[config.mk]
export PLATFORM = sky130hd
export DESIGN_NAME = or2_gate_flat
export DESIGN_NICKNAME = d
export VERILOG_FILES = /design/src/rtl/gates_pkg.sv /design/src/rtl/or2_gate_if.sv /design/src/rtl/nand2_gate.sv /design/src/rtl/or2_gate.sv /design/src/flat_wrapper.sv
export SDC_FILE = /design/constraint.sdc
export NUM_CORES = 1
export LEC_CHECK = 0
export ABC_AREA = 1
export CAP_MARGIN = 20
export CORE_ASPECT_RATIO = 2
export CORE_MARGIN = 3
export CORE_UTILIZATION = 35
export DETAILED_ROUTE_END_ITERATION = 10
export HOLD_SLACK_MARGIN = 0.12
export PLACE_DENSITY = 0.63
export SYNTH_ARGS = -nofsm -noshare
export SYNTH_HDL_FRONTEND = slang
export SYNTH_HIERARCHICAL = 1
export SYNTH_SLANG_ARGS = --single-unit
[constraint.sdc]
create_clock -name clk -period 3.3 [get_ports clk]
set_input_delay 0.66 -clock clk [delete_from_list [all_inputs] [get_ports clk]]
set_output_delay 0.66 -clock clk [all_outputs]
set_load 0.005 [all_outputs]
[src/rtl/gates_pkg.sv]
// Shared constants for the NAND-to-CPU gate library.
package gates_pkg;

  // Default operand width for the bitwise gates.
  localparam int GATE_W_DEF     = 1;
  // Default width of the per-gate activity counters.
  localparam int GATE_CNT_W_DEF = 16;

endpackage : gates_pkg

[src/rtl/or2_gate_if.sv]
// Operand/result bundle for or2_gate.
// The master drives the operands and the slave (the gate) drives every result.
interface or2_gate_if
  import gates_pkg::*;
#(
  parameter int WIDTH = GATE_W_DEF,
  parameter int CNT_W = GATE_CNT_W_DEF
);

  logic [WIDTH-1:0] a;
  logic [WIDTH-1:0] b;
  logic [WIDTH-1:0] y;
  logic [WIDTH-1:0] y_q;
  logic             any_hi;
  logic [CNT_W-1:0] hi_cnt;
  logic             chk_err;

  modport master (
    output a, b,
    input  y, y_q, any_hi, hi_cnt, chk_err
  );

  modport slave (
    input  a, b,
    output y, y_q, any_hi, hi_cnt, chk_err
  );

endinterface : or2_gate_if

[src/rtl/nand2_gate.sv]
// 2-input NAND, the single primitive the gate library is built from.
module nand2_gate (
  input  logic a,
  input  logic b,
  output logic y
);

  assign y = ~(a & b);

endmodule : nand2_gate

[src/rtl/or2_gate.sv]
// Bitwise 2-input OR built from NAND primitives, plus a clocked side path:
// a registered copy of y and a saturating count of cycles with any y bit high.
// Optional macro OR2_SELF_CHECK_EN adds a behavioural reference and a sticky
// mismatch flag (chk_err); without it chk_err is tied to 0.
module or2_gate
  import gates_pkg::*;
#(
  parameter int WIDTH = GATE_W_DEF,
  parameter int CNT_W = GATE_CNT_W_DEF
) (
  input  logic clk,
  input  logic rst,
  or2_gate_if.slave bus
);

  logic [WIDTH-1:0] y_w;
  logic             any_hi_w;
  logic [WIDTH-1:0] y_reg_q;
  logic [CNT_W-1:0] cnt_q;
  logic [CNT_W-1:0] cnt_d;
  logic             chk_err_q;

  // a | b = nand(~a, ~b), with each inversion being a self-NAND. The y path
  // stays purely structural so X/Z propagate as the real gates would.
  for (genvar i = 0; i < WIDTH; i++) begin : g_bit
    logic na;
    logic nb;

    nand2_gate u_inv_a (.a(bus.a[i]), .b(bus.a[i]), .y(na));
    nand2_gate u_inv_b (.a(bus.b[i]), .b(bus.b[i]), .y(nb));
    nand2_gate u_out   (.a(na),       .b(nb),       .y(y_w[i]));
  end

  assign any_hi_w = |y_w;

  // Next counter value: count a busy cycle unless already pinned at all-ones.
  always_comb begin
    // NOTE: assign the default first so no path leaves cnt_d unassigned,
    // which would otherwise infer a latch.
    cnt_d = cnt_q;
    if (any_hi_w && (cnt_q != '1)) begin
      cnt_d = cnt_q + 1'b1;
    end
  end

  // Registered copy of y and the activity counter; reset wins over counting.
  always_ff @(posedge clk) begin
    // NOTE: non-blocking assignments so every register samples pre-edge values.
    if (rst) begin
      y_reg_q <= '0;
      cnt_q   <= '0;
    end else begin
      y_reg_q <= y_w;
      cnt_q   <= cnt_d;
    end
  end

`ifdef OR2_SELF_CHECK_EN
  logic [WIDTH-1:0] ref_y;

  assign ref_y = bus.a | bus.b;

  // Sticky mismatch flag between the NAND network and the behavioural model.
  always_ff @(posedge clk) begin
    if (rst) begin
      chk_err_q <= 1'b0;
    end else if (y_w != ref_y) begin
      chk_err_q <= 1'b1;
    end
  end

  // Only a definite mismatch is reported; X operands yield an X compare.
  always_ff @(posedge clk) begin
    assert (rst || ((y_w != ref_y) !== 1'b1))
      else $error("or2_gate: y=%h differs from reference %h", y_w, ref_y);
  end
`else
  assign chk_err_q = 1'b0;
`endif

  assign bus.y       = y_w;
  assign bus.any_hi  = any_hi_w;
  assign bus.y_q     = y_reg_q;
  assign bus.hi_cnt  = cnt_q;
  assign bus.chk_err = chk_err_q;

endmodule : or2_gate

[src/flat_wrapper.sv]
// flat-port wrapper written by rule: the top's interface ports become plain ports
module or2_gate_flat import gates_pkg::*;
#(
  parameter int WIDTH = GATE_W_DEF,
  parameter int CNT_W = GATE_CNT_W_DEF
)
  (clk, rst, bus_a, bus_b, bus_y, bus_y_q, bus_any_hi, bus_hi_cnt, bus_chk_err);
  or2_gate_if #(.WIDTH(WIDTH), .CNT_W(CNT_W)) bus_i ();
  input  logic clk;
  input  logic rst;
  input wire logic [$bits(bus_i.a)-1:0] bus_a;
  input wire logic [$bits(bus_i.b)-1:0] bus_b;
  output wire logic [$bits(bus_i.y)-1:0] bus_y;
  output wire logic [$bits(bus_i.y_q)-1:0] bus_y_q;
  output wire logic [$bits(bus_i.any_hi)-1:0] bus_any_hi;
  output wire logic [$bits(bus_i.hi_cnt)-1:0] bus_hi_cnt;
  output wire logic [$bits(bus_i.chk_err)-1:0] bus_chk_err;
  assign bus_i.a = bus_a;
  assign bus_i.b = bus_b;
  assign bus_y = bus_i.y;
  assign bus_y_q = bus_i.y_q;
  assign bus_any_hi = bus_i.any_hi;
  assign bus_hi_cnt = bus_i.hi_cnt;
  assign bus_chk_err = bus_i.chk_err;
  or2_gate #(.WIDTH(WIDTH), .CNT_W(CNT_W)) u_core (.clk(clk), .rst(rst), .bus(bus_i));
endmodule
==> impl_metrics.sql <==
INSERT INTO impl_metrics (metric_group, metric, value, unit) VALUES
('min_path', 'hold_start', 'u_core/bus.hi_cnt[1]$_SDFFE_PP0P_', ''),
('logic_synthesis', 'synth.lib_cells_used.distinct', '20', ''),
('worst_setup_path', 'setup.worst_path.start_class', 'primary input', ''),
('worst_setup_path', 'worst_r2r_path_depth', '8', ''),
('min_path', 'timing.hold.worst_endpoint', 'u_core/bus.hi_cnt[1]$_SDFFE_PP0P_', ''),
('timing', 'final_period_minus_worst_setup_slack', '2.65', 'ns'),
('global_routing', 'grt_start_max_net_pins', '16', ''),
('timing', 'min_period_over_period', '0.803', ''),
('logic_synthesis', 'yosys-top-cells-area', 'sky130_fd_sc_hd__dfxtp_1 33%, sky130_fd_sc_hd__nand2_1 19%, sky130_fd_sc_hd__nor2_1 13%', ''),
('logic_synthesis', 'seq_area_frac_synth', '0.330', ''),
('worst_setup_path', 'type_of_the_setup_path_with_the_least_slack', 'primary input to primary output', ''),
('routing', 'detailedRoute.firstPassIterationCount', '4', ''),
('logic_synthesis', 'postSynthNetCount', '167', ''),
('final_layout', 'areaGrowthSynthToFinish', '27.0', '%'),
('timing', 'final.setup.tns', '0', 'ns'),
('routing', 'detail_route.wirelength', '2380', 'um'),
('timing', 'timing_max_transition_violations_final', '0', ''),
('timing', 'timing.clock.skew', '0.00384', 'ns'),
('worst_setup_path', 'launch_instance_of_the_worst_register_to_register_path', 'u_core/bus.hi_cnt[0]$_SDFFE_PP0P_', ''),
('logic_synthesis', 'synth_area_leader_cell', 'sky130_fd_sc_hd__dfxtp_1', ''),
('worst_setup_path', 'req_time_crit_path', '2.64', 'ns'),
('global_routing', 'grt_antenna_before_repair', '0', ''),
('timing', 'fmax', '378', 'MHz'),
('cts', 'clock_transition_at_the_register_clock_pins_on_the_worst_setup_and_hold_paths_after_cts', '0.07', 'ns'),
('status', 'outcome', 'complete, no violations', ''),
('die', 'design.portCount', '24', ''),
('cts', 'root_buffer', 'sky130_fd_sc_hd__clkbuf_8', ''),
('logic_synthesis', 'yosysTopAreaCellShare', '0.330', ''),
('cts', 'worst_skew_pair.late_latency', '0.26', 'ns'),
('global_routing', 'vias_in_the_first_global_route', '994', ''),
('placement', 'gpl.final_weighted_congestion', '0.833', ''),
('logic_synthesis', 'synth-seq-cells', '17', ''),
('final_layout', 'final_net_count', '190', ''),
('min_path', 'hold_path_depth', '2', ''),
('final_layout', 'fillCellCount', '305', ''),
('cts', 'numClockSinks', '17', ''),
('worst_setup_path', 'critical_path.max_stage_delay', '0.57', 'ns'),
('final_layout', 'final_layout_size_suffix_gt1_frac', '0.125', ''),
('global_routing', 'global_route.overflow_total', '0', ''),
('power_and_ir_drop', 'power_density', '311', 'mW/mm^2'),
('flow_run', 'cap_viol_max_count', '0', ''),
('cts', 'post-cts-setup-buffers', '0', ''),
('placement', 'number_of_port_buffers', '22', ''),
('timing', 'rsz0062_at_grt', 'no', ''),
('power_and_ir_drop', 'irDropWorstVdd', '224', 'uV'),
('cts', 'cts_hold_buf', '0', ''),
('cts', 'post_cts.resized_instances', '0', ''),
('logic_synthesis', 'mean_post_synth_cell_area', '6.36', 'sq um'),
('routing', 'drtIter0Drc', '9', ''),
('final_layout', 'layout.core_utilization', '0.472', ''),
('logic_synthesis', 'post_synth_instance_area', '0.00103', 'sq mm'),
('cts', 'cts_tree', 'yes', ''),
('die', 'start_util', '0.372', ''),
('die', 'fp.dieH', '82.7', 'um'),
('cts', 'numCtsBuffers', '3', ''),
('routing', 'route.detailed.drc', '0', ''),
('cts', 'cts-htree-levels', '1', ''),
('die', 'placeableCoreArea', '0.00277', 'sq mm'),
('final_layout', 'multi_input_area', '616', 'sq um'),
('worst_setup_path', 'crit_path_cell_trace', 'clkdlybuf4s50_1 -> nand2_1 -> nand2_1 -> clkdlybuf4s50_1', ''),
('worst_setup_path', 'worst_r2r_endpoint', 'u_core/bus.hi_cnt[12]$_SDFFE_PP0P_', ''),
('timing', 'hold_violations', '0', ''),
('final_layout', 'final-seq-area', '340', 'sq um'),
('placement', 'numPlacedInstances', '209', ''),
('cts', 'cts-root-to-sink-buffers', '2', ''),
('global_routing', 'grt_first_pass_wirelength', '4060', 'um'),
('final_layout', 'layout.cells.most_common', 'sky130_fd_sc_hd__nand2_1', ''),
('routing', 'antenna_left', '0', ''),
('timing', 'setup_viol_count_final', '0', ''),
('worst_setup_path', 'cpMaxStageDelayCell', 'sky130_fd_sc_hd__clkdlybuf4s50_1', ''),
('die', 'num_rows', '27', '');
final cells by class:
type                            instances  area share
Multi-Input combinational cell        128       0.471
Sequential cell                        17       0.260
Inverter                               13      0.0373
Clock buffer                            3      0.0316
Timing Repair Buffer                   22       0.168
Clock inverter                          1     0.00383
Tap cell                               29      0.0278
cells by family after synthesis:
kind of cell	synth area share
compound gates	0.0194
fa+ha+maj	0.0121
buf+inv	0.0717
flops	0.331
other cells	0.00364
simple gates	0.563
state kept, by name (all words and copies together) (netlist names):
signal and flops:
u_core/bus.y_q 1, u_core/bus.hi_cnt 16
per-layer routing:
layer | track usage | up-vias | routed length [um]
met3 | 0.0239 | 5 | 76
met5 | 0 | - | 0
met1 | 0.137 | 480 | 900
met4 | 0.0997 | 0 | 65
met2 | 0.289 | 22 | 1340
li1 | - | 539 | -
worst max-delay path: cells and delay by family:
family        cells  cell delay, ns
buf+inv           2            1.04
simple gates      2            0.29
per-stage QoR:
stage | power, mW | area, sq um
global route | 0.431 | 1310
finish | 0.407 | 1310
detailed placement | 0.254 | 1260
CTS | 0.415 | 1310
global placement | 0.253 | 1260
floorplan | 0.239 | 1030
Yosys cell counts, drive strengths merged:
master	number
nand2	55
nor2	50
dfxtp	17
inv	12
nand3	12
a21oi	4
buf	4
nor3	3
nand4	2
clkinv	1
conb	1
ha	1
worst max path at each step:
stage,endpoint,from
finish,bus_any_hi,bus_a
global route,bus_any_hi,bus_a
CTS,bus_any_hi,bus_a
detailed placement,bus_any_hi,bus_a
global placement,bus_any_hi,bus_a
floorplan,u_core/bus.hi_cnt[13]$_SDFFE_PP0P_,bus_a
power breakdown:
group          leakage [nW]  switching [mW]  total [mW]  internal [mW]
clock                0.0255          0.0742       0.158         0.0839
sequential            0.138         0.00320       0.212          0.209
combinational         0.394          0.0183      0.0368         0.0185
Power figures use the tool's default switching activity.
